`config.mk`:
```
export PLATFORM = sky130hd
export DESIGN_NAME = sfir_coeff_loader_flat
export DESIGN_NICKNAME = d
export VERILOG_FILES = /design/src/rtl/sfir_coeff_loader_if.sv /design/src/rtl/sfir_coeff_loader.sv /design/src/flat_wrapper.sv
export SDC_FILE = /design/constraint.sdc
export NUM_CORES = 1
export LEC_CHECK = 0
export CORE_MARGIN = 3
export CORE_UTILIZATION = 35
export DETAILED_ROUTE_END_ITERATION = 16
export GPL_TIMING_DRIVEN = 0
export SYNTH_ARGS = -nofsm -noshare
export SYNTH_HDL_FRONTEND = slang
export SYNTH_SLANG_ARGS = --single-unit
```
`constraint.sdc`:
```
create_clock -name clk_i -period 3.5 [get_ports clk_i]
set_input_delay 0.525 -clock clk_i [delete_from_list [all_inputs] [get_ports clk_i]]
set_output_delay 0.525 -clock clk_i [all_outputs]
set_load 0.01 [all_outputs]
```
`src/rtl/sfir_coeff_loader_if.sv`:
```
// Coefficient stream handshake between a coefficient source and the loader.
interface sfir_coeff_loader_if #(
  parameter int unsigned COEF_WIDTH = 16
) ();
  logic [COEF_WIDTH-1:0] tdata;
  logic                  tvalid;
  logic                  tlast;
  logic                  tready;

  modport master (
    output tdata,
    output tvalid,
    output tlast,
    input  tready
  );

  modport slave (
    input  tdata,
    input  tvalid,
    input  tlast,
    output tready
  );
endinterface

```
`src/rtl/sfir_coeff_loader.sv`:
```
// Coefficient loader for the symmetric systolic FIR: collects a full set in a
// shadow bank and swaps it into the active bank on a single edge.
module sfir_coeff_loader #(
  parameter int unsigned COEF_WIDTH = 16,
  parameter int unsigned TAPS       = 8
) (
  input  logic                       clk_i,
  input  logic                       rstn_i,
  input  logic                       start_i,
  sfir_coeff_loader_if.slave         coeff_s,
  output logic [TAPS*COEF_WIDTH-1:0] coeff_o,
  output logic                       busy_o,
  output logic                       done_o,
  output logic                       err_o
);

  localparam int unsigned CntW = (TAPS > 1) ? $clog2(TAPS) : 1;
  localparam logic [CntW-1:0] LastCnt = CntW'(TAPS - 1);

  typedef enum logic [1:0] {StIdle, StLoad, StCommit} state_e;

  state_e                     state_q, state_d;
  logic [CntW-1:0]            cnt_q, cnt_d;
  logic [TAPS*COEF_WIDTH-1:0] shadow_q, shadow_d;
  logic [TAPS*COEF_WIDTH-1:0] coeff_q, coeff_d;
  logic                       done_q, done_d;
  logic                       err_q, err_d;

  // Next-state logic: beat capture, set-length checking and the commit swap.
  always_comb begin
    state_d  = state_q;
    cnt_d    = cnt_q;
    shadow_d = shadow_q;
    coeff_d  = coeff_q;
    done_d   = 1'b0;
    err_d    = err_q;
    unique case (state_q)
      StIdle: begin
        if (start_i) begin
          state_d = StLoad;
          cnt_d   = '0;
          err_d   = 1'b0;
        end
      end
      StLoad: begin
        if (coeff_s.tvalid) begin
          for (int unsigned k = 0; k < TAPS; k++) begin
            if (cnt_q == CntW'(k)) begin
              shadow_d[k*COEF_WIDTH +: COEF_WIDTH] = coeff_s.tdata;
            end
          end
          cnt_d = cnt_q + CntW'(1);
          if ((cnt_q == LastCnt) && coeff_s.tlast) begin
            state_d = StCommit;
            cnt_d   = '0;
          end else if ((cnt_q == LastCnt) || coeff_s.tlast) begin
            // Short or long set: drop the partial bank, keep the active one.
            state_d  = StIdle;
            cnt_d    = '0;
            shadow_d = '0;
            err_d    = 1'b1;
          end
        end
      end
      StCommit: begin
        coeff_d = shadow_q;
        done_d  = 1'b1;
        state_d = StIdle;
      end
      default: begin
        state_d = StIdle;
      end
    endcase
  end

  // State and bank registers.
  always_ff @(posedge clk_i or negedge rstn_i) begin
    if (!rstn_i) begin
      state_q  <= StIdle;
      cnt_q    <= '0;
      shadow_q <= '0;
      coeff_q  <= '0;
      done_q   <= 1'b0;
      err_q    <= 1'b0;
    end else begin
      state_q  <= state_d;
      cnt_q    <= cnt_d;
      shadow_q <= shadow_d;
      coeff_q  <= coeff_d;
      done_q   <= done_d;
      err_q    <= err_d;
    end
  end

  assign coeff_s.tready = (state_q == StLoad);
  assign busy_o         = (state_q != StIdle);
  assign coeff_o        = coeff_q;
  assign done_o         = done_q;
  assign err_o          = err_q;

endmodule

```
`src/flat_wrapper.sv`:
```
// flat-port wrapper written by rule: the top's interface ports become plain ports
module sfir_coeff_loader_flat 
#(
  parameter int unsigned COEF_WIDTH = 16,
  parameter int unsigned TAPS       = 8
)
  (clk_i, rstn_i, start_i, coeff_o, busy_o, done_o, err_o, coeff_s_tdata, coeff_s_tvalid, coeff_s_tlast, coeff_s_tready);
  sfir_coeff_loader_if #(.COEF_WIDTH(COEF_WIDTH)) coeff_s_i ();
  input  logic clk_i;
  input  logic rstn_i;
  input  logic start_i;
  output logic [TAPS*COEF_WIDTH-1:0] coeff_o;
  output logic busy_o;
  output logic done_o;
  output logic err_o;
  input wire logic [$bits(coeff_s_i.tdata)-1:0] coeff_s_tdata;
  input wire logic [$bits(coeff_s_i.tvalid)-1:0] coeff_s_tvalid;
  input wire logic [$bits(coeff_s_i.tlast)-1:0] coeff_s_tlast;
  output wire logic [$bits(coeff_s_i.tready)-1:0] coeff_s_tready;
  assign coeff_s_i.tdata = coeff_s_tdata;
  assign coeff_s_i.tvalid = coeff_s_tvalid;
  assign coeff_s_i.tlast = coeff_s_tlast;
  assign coeff_s_tready = coeff_s_i.tready;
  sfir_coeff_loader #(.COEF_WIDTH(COEF_WIDTH), .TAPS(TAPS)) u_core (.clk_i(clk_i), .rstn_i(rstn_i), .start_i(start_i), .coeff_s(coeff_s_i), .coeff_o(coeff_o), .busy_o(busy_o), .done_o(done_o), .err_o(err_o));
endmodule
```
### After elaboration in Yosys (flattened, before gate mapping)

Index checks and enable logic that the tools add are counted.

* word-level logic and storage cells: 57
* flip-flop bits (word level): 263

* eq/ne operators: 14
* reductions and logical operators: 10
* add/sub/neg operators: 1
* muxes and demuxes: 26

Operators with widths (number)
* $mux W128: 2
* $mux W16: 8
* $eq A3 B3 Y1 const B: 4
* $mux W3: 4
* $mux W2: 4
* $eq A3 B2 Y1 const B: 2
* $ne A2 B2 Y1 const B: 3
* $pmux W3 S2: 1
* $reduce_and A3 Y1: 2
* $mux W1: 5
* $reduce_and A5 Y1: 1
* $pmux W2 S2: 1
* $reduce_bool A2 Y1: 2
* $add A3 B1 Y3 const B: 1
* $eq A3 B1 Y1 const B: 1
* $logic_not A3 Y1: 1
* $ne A3 B1 Y1 const B: 1
* $eq A2 B1 Y1 const B: 1
* $eq A2 B2 Y1 const B: 1
* $logic_not A2 Y1: 1
* $ne A2 B1 Y1 const B: 1
* $pmux W1 S2: 1
* $reduce_and A2 Y1: 1
* $logic_and A1 B1 Y1: 1
* $logic_or A1 B1 Y1: 1

### Logic depth before layout (Yosys ltp)

Gate-level depths: netlist (run 1).

* depth in word-level cells: 6
* gate-level depth with buffers: 7
* depth with buffers taken out: 5

### Worst setup path before layout (run 1)

Ideal clock, no wire load.

* path kind: reg2reg
* from: register u_core.cnt_q[0]
* to: register u_core.cnt_q[2]
* setup slack: 1.860 ns
* cell stages (with the launch flop): 6
* library setup time: 0.065 ns
* data arrival time: 1.574 ns
* cell sequence: dfrtp_1 -> ha_1 -> ha_1 -> or4b_4 -> nor2_1 -> mux2_1

* cells in the longest elaborated chain, start to end: 6
* elaborated cells on any way between the ends: 8
* those cells by class: add/sub: 1; eq/ne: 1; mux: 4; reduce/logical: 2

Ends and longest elaborated chain
* from (decl): line sfir_coeff_loader.sv:23 `logic [CntW-1:0] cnt_q, cnt_d;`
* from (signal assigned): line sfir_coeff_loader.sv:87 `cnt_q <= cnt_d;`
* branches (longest 3 deep; another with $add A3 B1 Y3)
* $mux W3 *: line sfir_coeff_loader.sv:53 `if ((cnt_q == LastCnt) && coeff_s.tlast) begin`
* $mux W3 *: line sfir_coeff_loader.sv:46 `if (coeff_s.tvalid) begin`
* $pmux W3 S2 *: line sfir_coeff_loader.sv:37 `unique case (state_q)`

Mark *: on every way between the ends. The select of a mux whose other input is x is not followed.
A chain may end at the register's enable or synchronous reset.

### Worst setup path in the final report (run 1)

* from: register u_core.state_q[0]
* to: output port busy_o

* cells in the longest elaborated chain, start to end: 1

Ends and longest elaborated chain
* from (decl): line sfir_coeff_loader.sv:22 `state_e state_q, state_d;`
* from (signal assigned): line sfir_coeff_loader.sv:79 `state_q <= StIdle;`
* from (signal assigned): line sfir_coeff_loader.sv:86 `state_q <= state_d;`
* $reduce_bool A2 Y1: line sfir_coeff_loader.sv:96 `assign busy_o = (state_q != StIdle);`
* to (decl): line flat_wrapper.sv:13 `output logic busy_o;`

No other way between the ends.

==> summary.txt, run 1 <==
Outcome
  • Status: finished, final reports clean

STA
  • Setup violations, final: 0
  • Final min period: 2.50 ns
  • Post-route setup TNS: 0 ns
  • Final Skew: 0.0149 ns
  • Max transition margin: 41.0%
  • Final WS setup: 0.997 ns
  • Fmax: 399 MHz
  • Period Utilization, post-route: 71.5%
  • RSZ-0062 raised after global routing: no
  • Worst slew pin tran: 0.885 ns
  • Final Hold Viols: 0
  • Slew Limit Fails: 0

Synth
  • XOR/XNOR Fraction of Synth Area: 0%
  • Ys async rst share: 100%
  • Mapped Area: 10800 um2
  • Post-synth EDFFs: 0
  • Post-synthesis register bit count: 263
  • Post-Synth Simple-Gate Area: 21.7%
  • Mux cell area share after synthesis: 0.314%
  • Dominant synthesized flop cell: dfrtp_1
  • Yosys synthesis warning count: 0
  • Top area cells in the synthesized netlist: dfrtp_1 (61%), nand2_1 (16%), a21oi_1 (6.0%)
  • Yosys top cell area share: 61.2%
  • Adder-Cell Fraction of Synth Area: 0.814%
  • Mapped Nets: 1214
  • Main combinational cell family by area after synthesis: simple AND/OR/NAND/NOR gates
  • Compound-gate portion of the synthesized area: 10.7%
  • Gate Count Post-Synth: 1186
  • Count of cell types in the netlist: 28
  • Leading area contributor after synthesis: dfrtp_1
  • Register area share after synthesis: 61.2%
  • Syn_area_per_cell: 9.07 um2

Placed design
  • Port buffer count: 136
  • Post-Place Cells: 1714
  • Post-DP HPWL: 21400 um
  • Pre-CTS setup slack: 1.14 ns
  • Gp weighted congestion: 0.805

Detailed routing
  • DR iter-0 viols: 770
  • Remaining DRCs: 0
  • Wire per inst: 17.8 um
  • DRT Pass-1 Iters: 5
  • Antenna-violating nets left: 0
  • Routed WL: 31400 um
  • Via Count: 8872
  • Drt via density: 5.03

Min path
  • Worst min path class: primary input to flop

Critical path
  • Crit-path max FO: 10
  • Crit Path Category: flop to primary output
  • Critical path endpoint category: primary output
  • Arr. time, crit path: 1.98 ns
  • Critical path required time: 2.97 ns
  • Worst Setup Start Kind: flop

Global routing
  • First-pass GRT wire length: 50300 um
  • Remaining Overflow, GRT: 0
  • Initial antenna violation count: 1
  • Gr usage total: 18.9%
  • Vias in the first global route: 8885
  • Pin count of the biggest net entering global routing: 116

Power and ir drop
  • Total power: 7460 uW
  • Power Dens Cells: 547 nW/um2
  • Worst ir drop on vdd: 0.000445 V
  • Leakage power: 0.00661 uW

CTS
  • CTS Sinks: 263
  • Worst skew pair latency: 0.54 ns
  • CTS H-tree lvls: 1
  • Clock root buffer: clkbuf_16
  • CTS tree: built
  • TritonCTS buffer count: 28
  • CTS max path bufs: 3
  • Worst-path clk slew: 0.06 ns
  • Setup Buffers After CTS: 0

Cells and area
  • Share of post-route cells with drive strength above 1: 9.38%
  • Finished Layout Cells: 1765
  • Most common cell after layout, fill and taps aside: nand2_1
  • Syn-to-layout area delta: 26.6%
  • Fin util: 45.5%
  • Commonest cells after routing, fill and taps aside: nand2_1 (450), dfrtp_1 (263), clkdlybuf4s50_1 (135), a21oi_1 (130), nand3_1 (96)
  • Nets: 1383
  • # diodes: 0

Floorplanning
  • Die height: 181 um
  • # IOs: 153
  • Initial Util: 35.9%
  • Die width: 181 um
  • Die area: 32900 um2
  • Core ar.: 30000 um2
  • Row count: 63

Flow run
  • Max-cap violations: 0
==> logic make-up after synthesis <==
group                      after synthesis
and+or+nand+nor                        567
DFF                                    263
AOI/OAI and AO/OA                      229
buffers and inverters                  117
adders and majority gates                7
muxes                                    3
==> metal layers <==
metal / vias to the layer above / part of all wire [%] / track usage [%]
li1: 4185 / - / -
met1: 4343 / 45 / 26.9
met2: 282 / 46 / 30.4
met3: 60 / 5.9 / 2.88
met4: 2 / 2.7 / 5.27
met5: - / 0.041 / 0
==> what timing repair did <==
action | in CTS | in global routing
setup endpoints to repair | 0 | 0
resized for setup | 0 | 0
hold endpoints to repair | 59 | 0
hold buffers | 1 | 0
==> worst paths after layout <==
check,startpoint,end,slack [ns],cells after the start
setup / recovery,u_core.state_q[0]$_DFFE_PN0P_,busy_o,1.0,3
hold / removal,coeff_s_tdata[7],u_core.shadow_q[55]$_DFFE_PN0P_,0.35,3
setup reg to reg,u_core.cnt_q[0]$_DFFE_PN0P_,u_core.shadow_q[58]$_DFFE_PN0P_,1.53,7
hold reg to reg,u_core.shadow_q[92]$_DFFE_PN0P_,u_core.coeff_o[92]$_DFFE_PN0P_,0.46,2
max in group asynchronous,rstn_i,u_core.coeff_o[80]$_DFFE_PN0P_,1.62,4
min in group asynchronous,rstn_i,u_core.coeff_o[59]$_DFFE_PN0P_,0.52,2
==> cell type report <==
class / instances / area, um2
Tap cell: 390 / 488
Sequential cell: 263 / 6580
Multi-Input combinational cell: 806 / 3610
Fill cell: 2963 / 16300
Timing Repair Buffer: 139 / 1430
Clock inverter: 8 / 92.6
Inverter: 9 / 33.8
Buffer: 108 / 533
Clock buffer: 42 / 855
==> registers in the layout, summed over array words and instances (netlist names) <==
signal / cells
u_core.coeff_o: 128
u_core.err_o: 1
u_core.done_o: 1
u_core.shadow_q: 128
u_core.state_q: 2
u_core.cnt_q: 3
==> cells in the mapped netlist (2+ instances only) <==
cell type	n
nand2_1	450
mux2_1	3
a21oi_1	130
ha_1	7
o21ai_0	92
and4b_1	3
clkbuf_1	32
nor2_1	3
nand2b_1	5
dfrtp_1	263
buf_6	2
clkbuf_2	15
nand4b_1	3
inv_1	8
buf_2	51
nand3_1	96
buf_4	8
o21ai_1	5
==> power by group <==
group          switching (uW)  internal (uW)
clock network            1200           1820
registers                 157           3290
logic                     690            297
total                    2050           5410
==> metrics by stage <==
| stage | cell area (um2) | hold slack (ns) |
|---|---|---|
| 2_1_floorplan | 10800 | 0.229 |
| 4_1_cts | 13600 | 0.317 |
| 3_5_place_dp | 12700 | 0.453 |
| 3_3_place_gp | 12600 | 0.446 |
| 6_report | 13600 | 0.346 |
| 5_1_grt | 13600 | 0.336 |
==> worst max-delay path, stage by stage, from the launching register on <==
cell,delay [ns]
dfrtp_1,0.47
buf_4,0.21
or2_2,0.29
clkdlybuf4s50_1,0.48
Power figures use the tool's default switching activity.
==> run 2: changes to the inputs <==
clock period = 2.1 ns   (was 3.5 ns; I/O delays follow)
==> run 2 against run 1 <==
Total power grew 67%. Worst hold slack lost 0.21 ns. Cell area grew 0.11%. Via count grew 0.53%. Wire length grew 0.23%. Non-clock buffer count grew 1. Sequential power grew 66%. Global-route usage is essentially flat. Highest routed layer unchanged.
==> summary.txt, run 2 (synthesis gave the netlist of run 1 again) <==
Floorplanning
  • Row count: 63
  • # IOs: 153
  • Die width: 181 um
  • Core ar.: 30000 um2
  • Die height: 181 um
  • Die area: 32900 um2
  • Initial Util: 35.9%

Cells and area
  • Finished Layout Cells: 1766
  • Fill cell count: 2962
  • Syn-to-layout area delta: 26.8%
  • Most common cell after layout, fill and taps aside: nand2_1
  • Nets: 1384
  • Multi-input logic area: 3610 um2
  • Commonest cells after routing, fill and taps aside: nand2_1 (450), dfrtp_1 (261), clkdlybuf4s50_1 (133), a21oi_1 (130), nand3_1 (96)
  • Fin area: 13600 um2
  • # diodes: 0
  • Sequential standard cell area: 6580 um2
  • Share of post-route cells with drive strength above 1: 9.59%

Global routing
  • Gr usage total: 18.9%
  • First-pass GRT wire length: 50300 um
  • Pin count of the biggest net entering global routing: 116
  • Initial antenna violation count: 1
  • Vias in the first global route: 8893
  • Remaining Overflow, GRT: 0

Critical path
  • Critical path's slowest cell: dfrtp_2
  • Crit Path Category: flop to primary output
  • CP Cell Sequence: buf_4, or2_2, dlygate4sd2_1
  • R2R Path Start: u_core.cnt_q[0]$_DFFE_PN0P_
  • Max incr delay on CP: 0.44 ns
  • Arr. time, crit path: 1.71 ns
  • Critical path required time: 1.78 ns
  • R2r setup slk: 0.11 ns
  • Crit-path max FO: 10
  • Worst Setup Start Kind: flop
  • Worst flop-to-flop path endpoint: u_core.shadow_q[58]$_DFFE_PN0P_
  • FF-to-FF path depth: 7
  • Critical path endpoint category: primary output

Placed design
  • Cell Area, Placed: 12700 um2
  • Port buffer count: 136
  • Post-DP HPWL: 21400 um
  • Post-Place Cells: 1714
  • Gp weighted congestion: 0.805

STA
  • Post-route setup TNS: 0 ns
  • Setup violations, final: 0
  • Fmax: 495 MHz
  • Max transition margin: 42.9%
  • Worst slew pin tran: 0.856 ns
  • Final min period: 2.02 ns
  • Final Hold Viols: 0
  • Slew Limit Fails: 0
  • Period Utilization, post-route: 96.3%
  • Final Skew: 0.0127 ns

CTS
  • CTS H-tree lvls: 1
  • CTS max path bufs: 3
  • Clock root buffer: clkbuf_16
  • CTS tree: built
  • Worst-path clk slew: 0.06 ns
  • TritonCTS buffer count: 28
  • Worst skew pair latency: 0.54 ns
  • CTS Sinks: 263

Detailed routing
  • Antenna-violating nets left: 0
  • Wire per inst: 17.8 um
  • Drt via density: 5.05
  • Remaining DRCs: 0
  • DR iter-0 viols: 768
  • Via Count: 8919
  • Routed WL: 31500 um
  • DRT Pass-1 Iters: 5

Power and ir drop
  • Leakage power: 0.00661 uW
  • Power Dens Cells: 911 nW/um2
  • Worst ir drop on vdd: 0.000738 V

Min path
  • Hold Crit Depth: 3
  • HP Start: coeff_s_tdata[7]
  • Hold Path End: u_core.shadow_q[55]$_DFFE_PN0P_
  • Worst min path class: primary input to flop

Flow run
  • Max-cap violations: 0

Outcome
  • Status: finished, final reports clean
==> run 2: final cells by class <==
class                           count  area share, %
Buffer                            108           3.96
Clock buffer                       42           6.27
Clock inverter                      8          0.679
Inverter                            9          0.248
Multi-Input combinational cell    806           26.5
Sequential cell                   263           48.3
Tap cell                          390           3.58
Timing Repair Buffer              140           10.5
==> run 2: per-layer routing <==
metal  vias up  global-route usage [%]  wire, um
met5         -                       0        13
met4         2                    5.27       939
met3        73                    2.88      1960
met2       310                    30.4     14500
met1      4344                    26.9     14100
li1       4190                       -         -
==> run 2: how the worst max path moves through the flow <==
stage | start | endpoint | slack [ns]
after floorplan | u_core.cnt_q[0]$_DFFE_PN0P_ | u_core.cnt_q[2]$_DFFE_PN0P_ | 0.46
after global placement | rstn_i | u_core.coeff_o[85]$_DFFE_PN0P_ | -10.70
after detailed placement | coeff_s_tvalid | u_core.shadow_q[66]$_DFFE_PN0P_ | -0.05
after CTS | u_core.state_q[1]$_DFFE_PN0P_ | busy_o | 0.04
after global routing | u_core.cnt_q[0]$_DFFE_PN0P_ | u_core.shadow_q[59]$_DFFE_PN0P_ | -0.0002
final | u_core.state_q[1]$_DFFE_PN0P_ | busy_o | 0.08
==> run 2: per-stage QoR <==
| stage | setup WS [ns] | power (uW) | hold WS, ns | util, % |
|---|---|---|---|---|
| detailed placement | -0.0540 | 7440 | 0.280 | 42.3 |
| floorplan | 0.460 | 6800 | 0.0194 | - |
| global placement | -10.70 | 7400 | 0.446 | 42.1 |
| CTS | 0.0445 | 12500 | 0.107 | 45.5 |
| finish | 0.0781 | 12400 | 0.140 | 45.5 |
| global route | -0.000248 | 13000 | 0.126 | 45.5 |
==> run 2: power breakdown <==
group / switching (uW) / total [uW] / leakage, uW / internal [uW]
Clock: 2000 / 5040 / 0.000469 / 3030
Sequential: 250 / 5730 / 0.00364 / 5480
Combinational: 1160 / 1660 / 0.00250 / 496
Total: 3410 / 12400 / 0.00661 / 9010
==> run 2: worst max-delay path: cells and delay by family (launching register included) <==
family	cells	cell delay [ns]
buffers and inverters	2	0.48
flip-flops	1	0.44
AND/OR/NAND/NOR	1	0.27
==> run 2: timing repair <==
item,4_1_cts,5_1_grt
endpoints found under the setup margin,2,3
gates resized for setup,5,2
endpoints found under the hold margin,59,0
setup buffers,1,0
hold buffers,1,0
